$ cat config.mk
export PLATFORM = sky130hd
export DESIGN_NAME = hdmi_in_cfg_seq
export DESIGN_NICKNAME = d
export VERILOG_FILES = /design/src/rtl/hdmi_in_cfg_seq.sv
export SDC_FILE = /design/constraint.sdc
export NUM_CORES = 1
export LEC_CHECK = 0
export CORE_ASPECT_RATIO = 0.7
export CORE_MARGIN = 2
export CORE_UTILIZATION = 25
export DETAILED_ROUTE_END_ITERATION = 10
export HOLD_SLACK_MARGIN = 0.08
export PLACE_DENSITY = 0.51
export SYNTH_ARGS = -nofsm -noshare
export SYNTH_HDL_FRONTEND = slang
export SYNTH_SLANG_ARGS = --single-unit
$ cat constraint.sdc
create_clock -name clk_i -period 3.4 [get_ports clk_i]
set_input_delay 0.34 -clock clk_i [delete_from_list [all_inputs] [get_ports clk_i]]
set_output_delay 0.34 -clock clk_i [all_outputs]
set_load 0.01 [all_outputs]
$ cat src/rtl/hdmi_in_cfg_seq.sv
// rtl/hdmi_in_cfg_seq.sv - HDMI receiver reset and I2C register table sequencer
//
// On start_i, holds the HDMI receiver in reset, waits for it to settle, then
// walks a register table ROM. Each entry is either a register write, a delay
// or an end marker. Each write is issued to an external I2C master and retried
// on NACK up to MAX_RETRY times before the run gives up.
//
// Ports:
//   clk_i, rst_i        clock, asynchronous active-high reset
//   start_i             one-cycle pulse that starts a run (IDLE/DONE/ERROR only)
//   vin_rst_no          active-low reset to the HDMI receiver
//   tbl_addr_o          table ROM address
//   tbl_data_i          {dev, reg, val}, valid one cycle after tbl_addr_o changes
//   i2c_req_o           write request, held until ack/nack
//   i2c_dev_o/reg_o/val_o  write fields
//   i2c_ack_i/nack_i    one-cycle completion pulses
//   busy_o/done_o/err_o run status
//   err_addr_o          table index that caused the error
module hdmi_in_cfg_seq #(
  parameter int RST_CYCLES    = 1000,
  parameter int SETTLE_CYCLES = 10000,
  parameter int DLY_UNIT      = 1000,
  parameter int MAX_RETRY     = 3
) (
  input  logic        clk_i,
  input  logic        rst_i,
  input  logic        start_i,
  output logic        vin_rst_no,
  output logic [7:0]  tbl_addr_o,
  input  logic [23:0] tbl_data_i,
  output logic        i2c_req_o,
  output logic [6:0]  i2c_dev_o,
  output logic [7:0]  i2c_reg_o,
  output logic [7:0]  i2c_val_o,
  input  logic        i2c_ack_i,
  input  logic        i2c_nack_i,
  output logic        busy_o,
  output logic        done_o,
  output logic        err_o,
  output logic [7:0]  err_addr_o
);

  localparam int DLY_MAX  = 255 * DLY_UNIT;
  localparam int CNT_MAX0 = (RST_CYCLES > SETTLE_CYCLES) ? RST_CYCLES : SETTLE_CYCLES;
  localparam int CNT_MAX  = (CNT_MAX0 > DLY_MAX) ? CNT_MAX0 : DLY_MAX;
  localparam int CW       = $clog2(CNT_MAX + 1);
  localparam int RW       = (MAX_RETRY < 1) ? 1 : $clog2(MAX_RETRY + 1);

  // Counters load "length - 1" and count down to zero, so a phase of N
  // cycles occupies exactly N cycles in its state.
  localparam logic [CW-1:0] RST_LOAD    = CW'(RST_CYCLES - 1);
  localparam logic [CW-1:0] SETTLE_LOAD = CW'(SETTLE_CYCLES - 1);
  localparam logic [CW-1:0] DLY_UNIT_W  = CW'(DLY_UNIT);
  localparam logic [RW-1:0] MAX_RETRY_W = RW'(MAX_RETRY);

  localparam logic [7:0] DEV_END   = 8'hFF;
  localparam logic [7:0] DEV_DELAY = 8'hFE;

  typedef enum logic [3:0] {
    S_IDLE, S_RESET, S_SETTLE, S_FETCH, S_DECODE, S_WRITE, S_DELAY, S_DONE, S_ERROR
  } state_t;

  state_t          state_q, state_d;
  logic [CW-1:0]   cnt_q, cnt_d;
  logic [RW-1:0]   retry_q, retry_d;
  logic [CW-1:0]   dly_total;
  logic            advance;

  logic            vin_d, req_d, busy_d, done_d, err_d;
  logic [7:0]      addr_d, reg_d, val_d, err_addr_d;
  logic [6:0]      dev_d;

  assign dly_total = CW'(tbl_data_i[7:0]) * DLY_UNIT_W;

  always_comb begin
    state_d    = state_q;
    cnt_d      = cnt_q;
    retry_d    = retry_q;
    vin_d      = vin_rst_no;
    addr_d     = tbl_addr_o;
    req_d      = i2c_req_o;
    dev_d      = i2c_dev_o;
    reg_d      = i2c_reg_o;
    val_d      = i2c_val_o;
    busy_d     = busy_o;
    done_d     = done_o;
    err_d      = err_o;
    err_addr_d = err_addr_o;
    advance    = 1'b0;

    case (state_q)
      S_IDLE, S_DONE, S_ERROR: begin
        if (start_i) begin
          state_d = S_RESET;
          cnt_d   = RST_LOAD;
          retry_d = '0;
          vin_d   = 1'b0;
          addr_d  = 8'd0;
          busy_d  = 1'b1;
          done_d  = 1'b0;
          err_d   = 1'b0;
        end
      end

      S_RESET: begin
        if (cnt_q == '0) begin
          state_d = S_SETTLE;
          cnt_d   = SETTLE_LOAD;
          vin_d   = 1'b1;
        end else begin
          cnt_d = cnt_q - CW'(1);
        end
      end

      S_SETTLE: begin
        if (cnt_q == '0) state_d = S_FETCH;
        else             cnt_d   = cnt_q - CW'(1);
      end

      // ROM sees the new address during FETCH; its data is valid in DECODE.
      S_FETCH: state_d = S_DECODE;

      S_DECODE: begin
        if (tbl_data_i[23:16] == DEV_END) begin
          state_d = S_DONE;
          done_d  = 1'b1;
          busy_d  = 1'b0;
        end else if (tbl_data_i[23:16] == DEV_DELAY) begin
          if (dly_total == '0) begin
            advance = 1'b1;
          end else begin
            state_d = S_DELAY;
            cnt_d   = dly_total - CW'(1);
          end
        end else begin
          state_d = S_WRITE;
          retry_d = '0;
          req_d   = 1'b1;
          dev_d   = tbl_data_i[22:16];
          reg_d   = tbl_data_i[15:8];
          val_d   = tbl_data_i[7:0];
        end
      end

      S_DELAY: begin
        if (cnt_q == '0) advance = 1'b1;
        else             cnt_d   = cnt_q - CW'(1);
      end

      // A WRITE cycle with the request low is the one-cycle gap before a
      // retry; completion pulses are only honoured while the request is up.
      // NACK takes priority so a simultaneous ACK+NACK is retried.
      S_WRITE: begin
        if (!i2c_req_o) begin
          req_d = 1'b1;
        end else if (i2c_nack_i) begin
          req_d = 1'b0;
          if (retry_q < MAX_RETRY_W) begin
            retry_d = retry_q + RW'(1);
          end else begin
            state_d    = S_ERROR;
            err_d      = 1'b1;
            busy_d     = 1'b0;
            err_addr_d = tbl_addr_o;
          end
        end else if (i2c_ack_i) begin
          req_d   = 1'b0;
          retry_d = '0;
          advance = 1'b1;
        end
      end

      default: state_d = S_IDLE;
    endcase

    // Moving past the last ROM slot without an end marker is a table error.
    if (advance) begin
      if (tbl_addr_o == 8'hFF) begin
        state_d    = S_ERROR;
        err_d      = 1'b1;
        busy_d     = 1'b0;
        err_addr_d = 8'hFF;
      end else begin
        state_d = S_FETCH;
        addr_d  = tbl_addr_o + 8'd1;
      end
    end
  end

  always_ff @(posedge clk_i or posedge rst_i) begin
    if (rst_i) begin
      state_q    <= S_IDLE;
      cnt_q      <= '0;
      retry_q    <= '0;
      vin_rst_no <= 1'b0;
      tbl_addr_o <= 8'd0;
      i2c_req_o  <= 1'b0;
      i2c_dev_o  <= 7'd0;
      i2c_reg_o  <= 8'd0;
      i2c_val_o  <= 8'd0;
      busy_o     <= 1'b0;
      done_o     <= 1'b0;
      err_o      <= 1'b0;
      err_addr_o <= 8'd0;
    end else begin
      state_q    <= state_d;
      cnt_q      <= cnt_d;
      retry_q    <= retry_d;
      vin_rst_no <= vin_d;
      tbl_addr_o <= addr_d;
      i2c_req_o  <= req_d;
      i2c_dev_o  <= dev_d;
      i2c_reg_o  <= reg_d;
      i2c_val_o  <= val_d;
      busy_o     <= busy_d;
      done_o     <= done_d;
      err_o      <= err_d;
      err_addr_o <= err_addr_d;
    end
  end

endmodule

# Word level (Yosys, flattened, before mapping)
# Cells that the tools add are included.
[totals] reg_bits=68 mem_bits_rw=0 latchBits=0 mem_count=0 rom_bits=0
[op_classes] multipliers=1 magnitude_cmp=1 n_div=0 n_eq_ne=30 shift=0 addsub=4 n_reduce_logical=17 mux=71 bitwise=2
[op_table] op="2-to-1 mux 18 bit" count=6
[op_table] op="2-to-1 mux 8 bit" count=10
[op_table] op="one-hot mux 18 bit (4 select lines)" count=1
[op_table] op="2-to-1 mux 4 bit" count=11
[op_table] op="logical NOT 18 bit" count=2
[op_table] op="subtractor 18 x 1 -> 18 bit, second input constant" count=2
[op_table] op="2-to-1 mux 1 bit" count=28
[op_table] op="one-hot mux 4 bit (7 select lines)" count=1
[op_table] op="== test 8 bit, second input constant" count=3
[op_table] op="inequality test 3 bit, second input constant" count=8
[op_table] op="inequality test 2 bit, second input constant" count=10
[op_table] op="== test 4 x 3 -> 1 bit, second input constant" count=4
[op_table] op="multiplier 8 x 7 -> 15 bit, second input constant" count=1
[op_table] op="2-to-1 mux 2 bit" count=7
[op_table] op="AND reduction 3 bit" count=4
[op_table] op="adder 8 x 1 -> 8 bit, second input constant" count=1
[op_table] op="== test 4 x 2 -> 1 bit, second input constant" count=2
[op_table] op="one-hot mux 1 bit (2 select lines)" count=4
[op_table] op="AND reduction 8 bit" count=1
[op_table] op="AND reduction 7 bit" count=1
[op_table] op="one-hot mux 1 bit (3 select lines)" count=2
[op_table] op="one-hot mux 2 bit (3 select lines)" count=1
[op_table] op="AND reduction 6 bit" count=1
[op_table] op="nonzero test 2 bit" count=3
[op_table] op="other kinds (11)" count=12

# Logic depth before layout (Yosys ltp)
[logic_depth] ltp_word=8 ltp_mapped=18 ltp_nobuf=16

# Worst setup path before layout
# OpenSTA, ideal clock, no wires.
[synth_path] kind="input port to flip-flop" startpoint="input tbl_data_i[1]" endpoint="register tbl_addr_o[7]" stages=15 setup_time_ns=0.069 arrival_time_ns=4.982 setup_slack_ns=-1.651 cell_sequence="fa_1 > inv_1 > fa_1 > fa_1 > fa_1 > inv_1 > ha_1 > o211ai_1 > o21ai_1 > a21oi_1 > xnor2_1 > or3_4 > o41a_4 > or4_1 > nand3_1"
[synth_between] elab_chain_len=7
[synth_rtl] element="start: declaration" line="30" rtl="input logic [23:0] tbl_data_i,"
[synth_rtl] element="multiplier 8 x 7 -> 15 bit" line="73" rtl="assign dly_total = CW'(tbl_data_i[7:0]) * DLY_UNIT_W;"
[synth_rtl] element="logical NOT 18 bit" line="129" rtl="if (dly_total == '0) begin"
[synth_rtl] element="2-to-1 mux 1 bit" line="129"
[synth_rtl] element="2-to-1 mux 1 bit" line="128" rtl="end else if (tbl_data_i[23:16] == DEV_DELAY) begin"
[synth_rtl] element="2-to-1 mux 1 bit" line="124" rtl="if (tbl_data_i[23:16] == DEV_END) begin"
[synth_rtl] element="one-hot mux 1 bit (3 select lines)" line="91" rtl="case (state_q)"
[synth_rtl] element="2-to-1 mux 8 bit" line="177" rtl="if (advance) begin"
[synth_rtl] element="via addr_d[7]" line="70" rtl="logic [7:0] addr_d, reg_d, val_d, err_addr_d;"
[synth_rtl] element="end signal: assignment" line="210" rtl="tbl_addr_o <= addr_d;"
[synth_rtl] element="end: declaration" line="29" rtl="output logic [7:0] tbl_addr_o,"
# The timed path passes the listed nets, and every way through them passes these cells.
# A chain may end at the register's enable or synchronous reset.

# Final worst setup path
[layout_path] startpoint="input tbl_data_i[3]" endpoint="register tbl_addr_o[7]"
# Same word-level chain as after synthesis.

==> impl_results.md <==
- Status: finished, violations left
- Violated checks: setup timing
- Initial antenna violation count: 0
- Most frequent CP cell: fa_1
- Crit Path Class: in2reg
- Max VDD drop: 0.305 mV
- Buffers & Inverters on Critical Path: 5
- Worst-Margin Slew: 0.699 ns
- #FFs+latches synth: 68
- Req. time, crit path: 3.68 ns
- Max transition margin: 53.3%
- Clock Path Buffers: 2
- Final instance area: 7960 um^2
- Cells after Synth: 617
- Total number of vias: 4,911
- Pleak: 3.61 nW
- Worst-path cell chain: buf_8 -> fa_1 -> inv_2 -> fa_1 -> fa_1 -> fa_1 -> inv_2 -> ha_4 -> buf_4 -> xor2_1 -> or3_4 -> or4_4 -> buf_6 -> o41a_4 -> or4_4 -> nand3_2
- Max FO, Critical Path: 5
- Clock transition at the registers of the reported paths: 0.06 ns
- Die X: 177 um
- MaxCap Viol Count: 0
- Post-Syn Area: 5260 um^2
- Filler Cell Count: 2,093
- Arr. time, crit path: 5.10 ns
- CTS tree: yes
- Vias in the first global route: 4,728
- TritonCTS buffer count: 9
- Iter 0 DRT Violations: 340
- Most frequent cells in the layout: nand2_1, buf_4, dfrtp_1
- GPL Wtd Cong: 0.810
- Post-layout minimum cycle time: 4.82 ns
- Post-DP HPWL: 11,000 um
- Fin. Hold Viols: 0
- I/O Buffers: 72
- Top-area cell type share of the netlist area: 32.4%
- Std-Cell Rows: 44
- Worst-skew pair later-pin latency: 0.35 ns
- Crit. End Element: flip-flop
- Startpoint class of the critical path: primary input
- Number of setup violations in the final report: 40
- Syn-to-layout area delta: 51.4%
- Largest area contributor in the netlist: dfrtp_1
- Core area: 20,700 um^2
- # diodes: 0
- Grt total ovfl: 0
- Fin. max-slew vios: 0
- Post-Route WL: 15,200 um
- Cell family with most CP delay: adder cells
- I/O Pins: 73
- GRT Util Overall: 14.0%
- First-pass iteration count of the detailed router: 5
- Synth warnings: 0
- Die Y-Extent: 125 um
- Largest net degree at the start of global routing: 40
- Share of cells above drive strength 1: 27.2%
- Max incr delay on CP: 0.55 ns
- First-pass GRT wire length: 25,100 um
- Setup Skew: 0.00623 ns
- Wire per inst: 14.2 um
- Final #Nets: 880
- Placement Cell Area: 7010 um^2
- Root Buffer: clkbuf_16
- Max Clock Freq: 208 MHz
- Post-route ant nets: 0
- Hold/Removal Path Class: in2reg
- Unrepaired setup endpoints after global routing: yes
- Mapped Nets: 709
- Initial Util: 25.4%
- Synth top area cells: dfrtp_1, ha_1, fa_1, nand2_1, a21oi_1
- Main synth FF type: dfrtp_1
- PD cells: 895 nW/um^2
- EDFF count, synth: 0
- Seq/Total Area, Yosys: 32.4%
- Leading cell type in the layout, fill and taps excluded: nand2_1
- Die outline area: 22,200 um^2
- # clock sinks: 68
- Period utilization: 142%
- Vias/cell: 4.59
- DRC Markers: 0
- Ys async rst share: 100%
- Dpl ws: -2.17 ns
- Total Power: 0.00713 W
- H-tree levels: 3
- Post-synthesis cell type count: 60
- Final worst slack: -1.42 ns
- Slowest cell on the critical path: fa_1
- Mean Syn Cell Area: 8.52 um^2
## state kept, by name, summed over array words and instances, names as in the netlist, 2 cells and up
signal      count
i2c_val_o       8
i2c_dev_o       7
err_addr_o      8
state_q         4
retry_q         2
cnt_q          18
tbl_addr_o      8
i2c_reg_o       8
## stage by stage
stage	std cells	hold slack (ns)	TNS, ns	utilization (%)
final	1069	0.351	-48.17	38.4
after global routing	1069	0.397	-54.19	38.4
after global placement	1031	0.457	-78.88	33.9
after detailed placement	1031	0.462	-80.08	33.9
after CTS	1058	0.399	-52.53	36.9
after floorplan	617	0.445	-50.09	-
## area by class of cell
| cell class | count | area (um^2) | share of cell area [%] |
|---|---|---|---|
| repair buffers | 180 | 1650 | 20.7 |
| flip-flops and latches | 68 | 1700 | 21.4 |
| clock buffers | 11 | 243 | 3.05 |
| clock inverters | 5 | 83.8 | 1.05 |
| multi-input cells | 480 | 3750 | 47.2 |
| well taps | 276 | 345 | 4.34 |
| inverters | 49 | 184 | 2.31 |
## cells in the mapped netlist (3+ instances only)
library cell / count
o31a_1: 5
xnor2_1: 9
o22a_1: 4
and2_1: 4
or2_2: 3
a31oi_1: 4
nor3_1: 16
o211ai_1: 9
or3_1: 3
inv_1: 49
a21oi_1: 51
nor4_1: 7
a22oi_1: 3
ha_1: 42
a22o_1: 3
nor3b_1: 3
o22ai_1: 5
dfrtp_1: 68
a21o_1: 7
and3_1: 4
nand4_1: 7
o31ai_1: 3
nand2b_1: 6
xor2_1: 16
or4_1: 5
o21ai_0: 42
a311o_1: 3
nand2_1: 99
nand3_1: 18
nor2b_1: 6
fa_1: 21
clkbuf_1: 16
nor2_1: 42
## power by group
group,leakage (nW),total (W),switching (W),internal (W)
Sequential,0.868,0.00126,0.000188,0.00107
Clock,0.152,0.00104,0.000375,0.000665
Combinational,2.59,0.00483,0.00244,0.00239
Total,3.61,0.00713,0.00301,0.00412
## repair_timing
action | CTS | global route
setup buffers | 9 | 9
pin swaps | 30 | 47
setup endpoints to repair | 40 | 40
cloned | 2 | 2
hold buffers | 0 | 0
gates resized for setup | 67 | 66
## cells by family (layout without fill, tap and decap cells)
| kind of cell | after synthesis | count (layout) | synth area share [%] |
|---|---|---|---|
| XOR/XNOR | 25 | 25 | 4.17 |
| AO/OA/AOI/OAI | 156 | 156 | 18.9 |
| multiplexers | 2 | 2 | 0.405 |
| flip-flops | 68 | 68 | 32.4 |
| AND/OR/NAND/NOR | 234 | 234 | 21.1 |
| buffers and inverters | 69 | 245 | 4.98 |
| adder cells (fa/ha/maj) | 63 | 63 | 18.0 |
## worst reg2reg max path, stage by stage, from the launching register on
cell	delay, ns
dfrtp_1	0.43
inv_1	0.08
ha_1	0.22
or4b_2	0.66
nor4_2	0.24
buf_4	0.17
nand2_1	0.08
nor3_1	0.32
a21o_1	0.27
a311o_2	0.29
clkbuf_16	0.20
o21bai_1	0.06
o31a_1	0.10
## metal layers
metal	wire length (um)	share of wire [%]	global-route usage, %
met4	137	0.90	2.75
met3	799	5.3	3.13
met5	0	0	0
met1	7990	53	21.7
met2	6240	41	19.8
## path summary, 6_finish.rpt
kind,to,depth (start not counted),from,slack (ns)
worst max-delay path,tbl_addr_o[7]$_DFF_PP0_,16,tbl_data_i[3],-1.42
worst min-delay path,i2c_val_o[4]$_DFFE_PP0P_,3,tbl_data_i[4],0.35
worst max register to register,cnt_q[6]$_DFFE_PP0P_,12,cnt_q[0]$_DFFE_PP0P_,0.17
worst min register to register,i2c_reg_o[1]$_DFFE_PP0P_,2,i2c_reg_o[1]$_DFFE_PP0P_,0.47
max in group asynchronous,i2c_val_o[2]$_DFFE_PP0P_,3,rst_i,2.31
min in group asynchronous,i2c_reg_o[7]$_DFFE_PP0P_,2,rst_i,0.44
(Power assumes the default switching activity.)
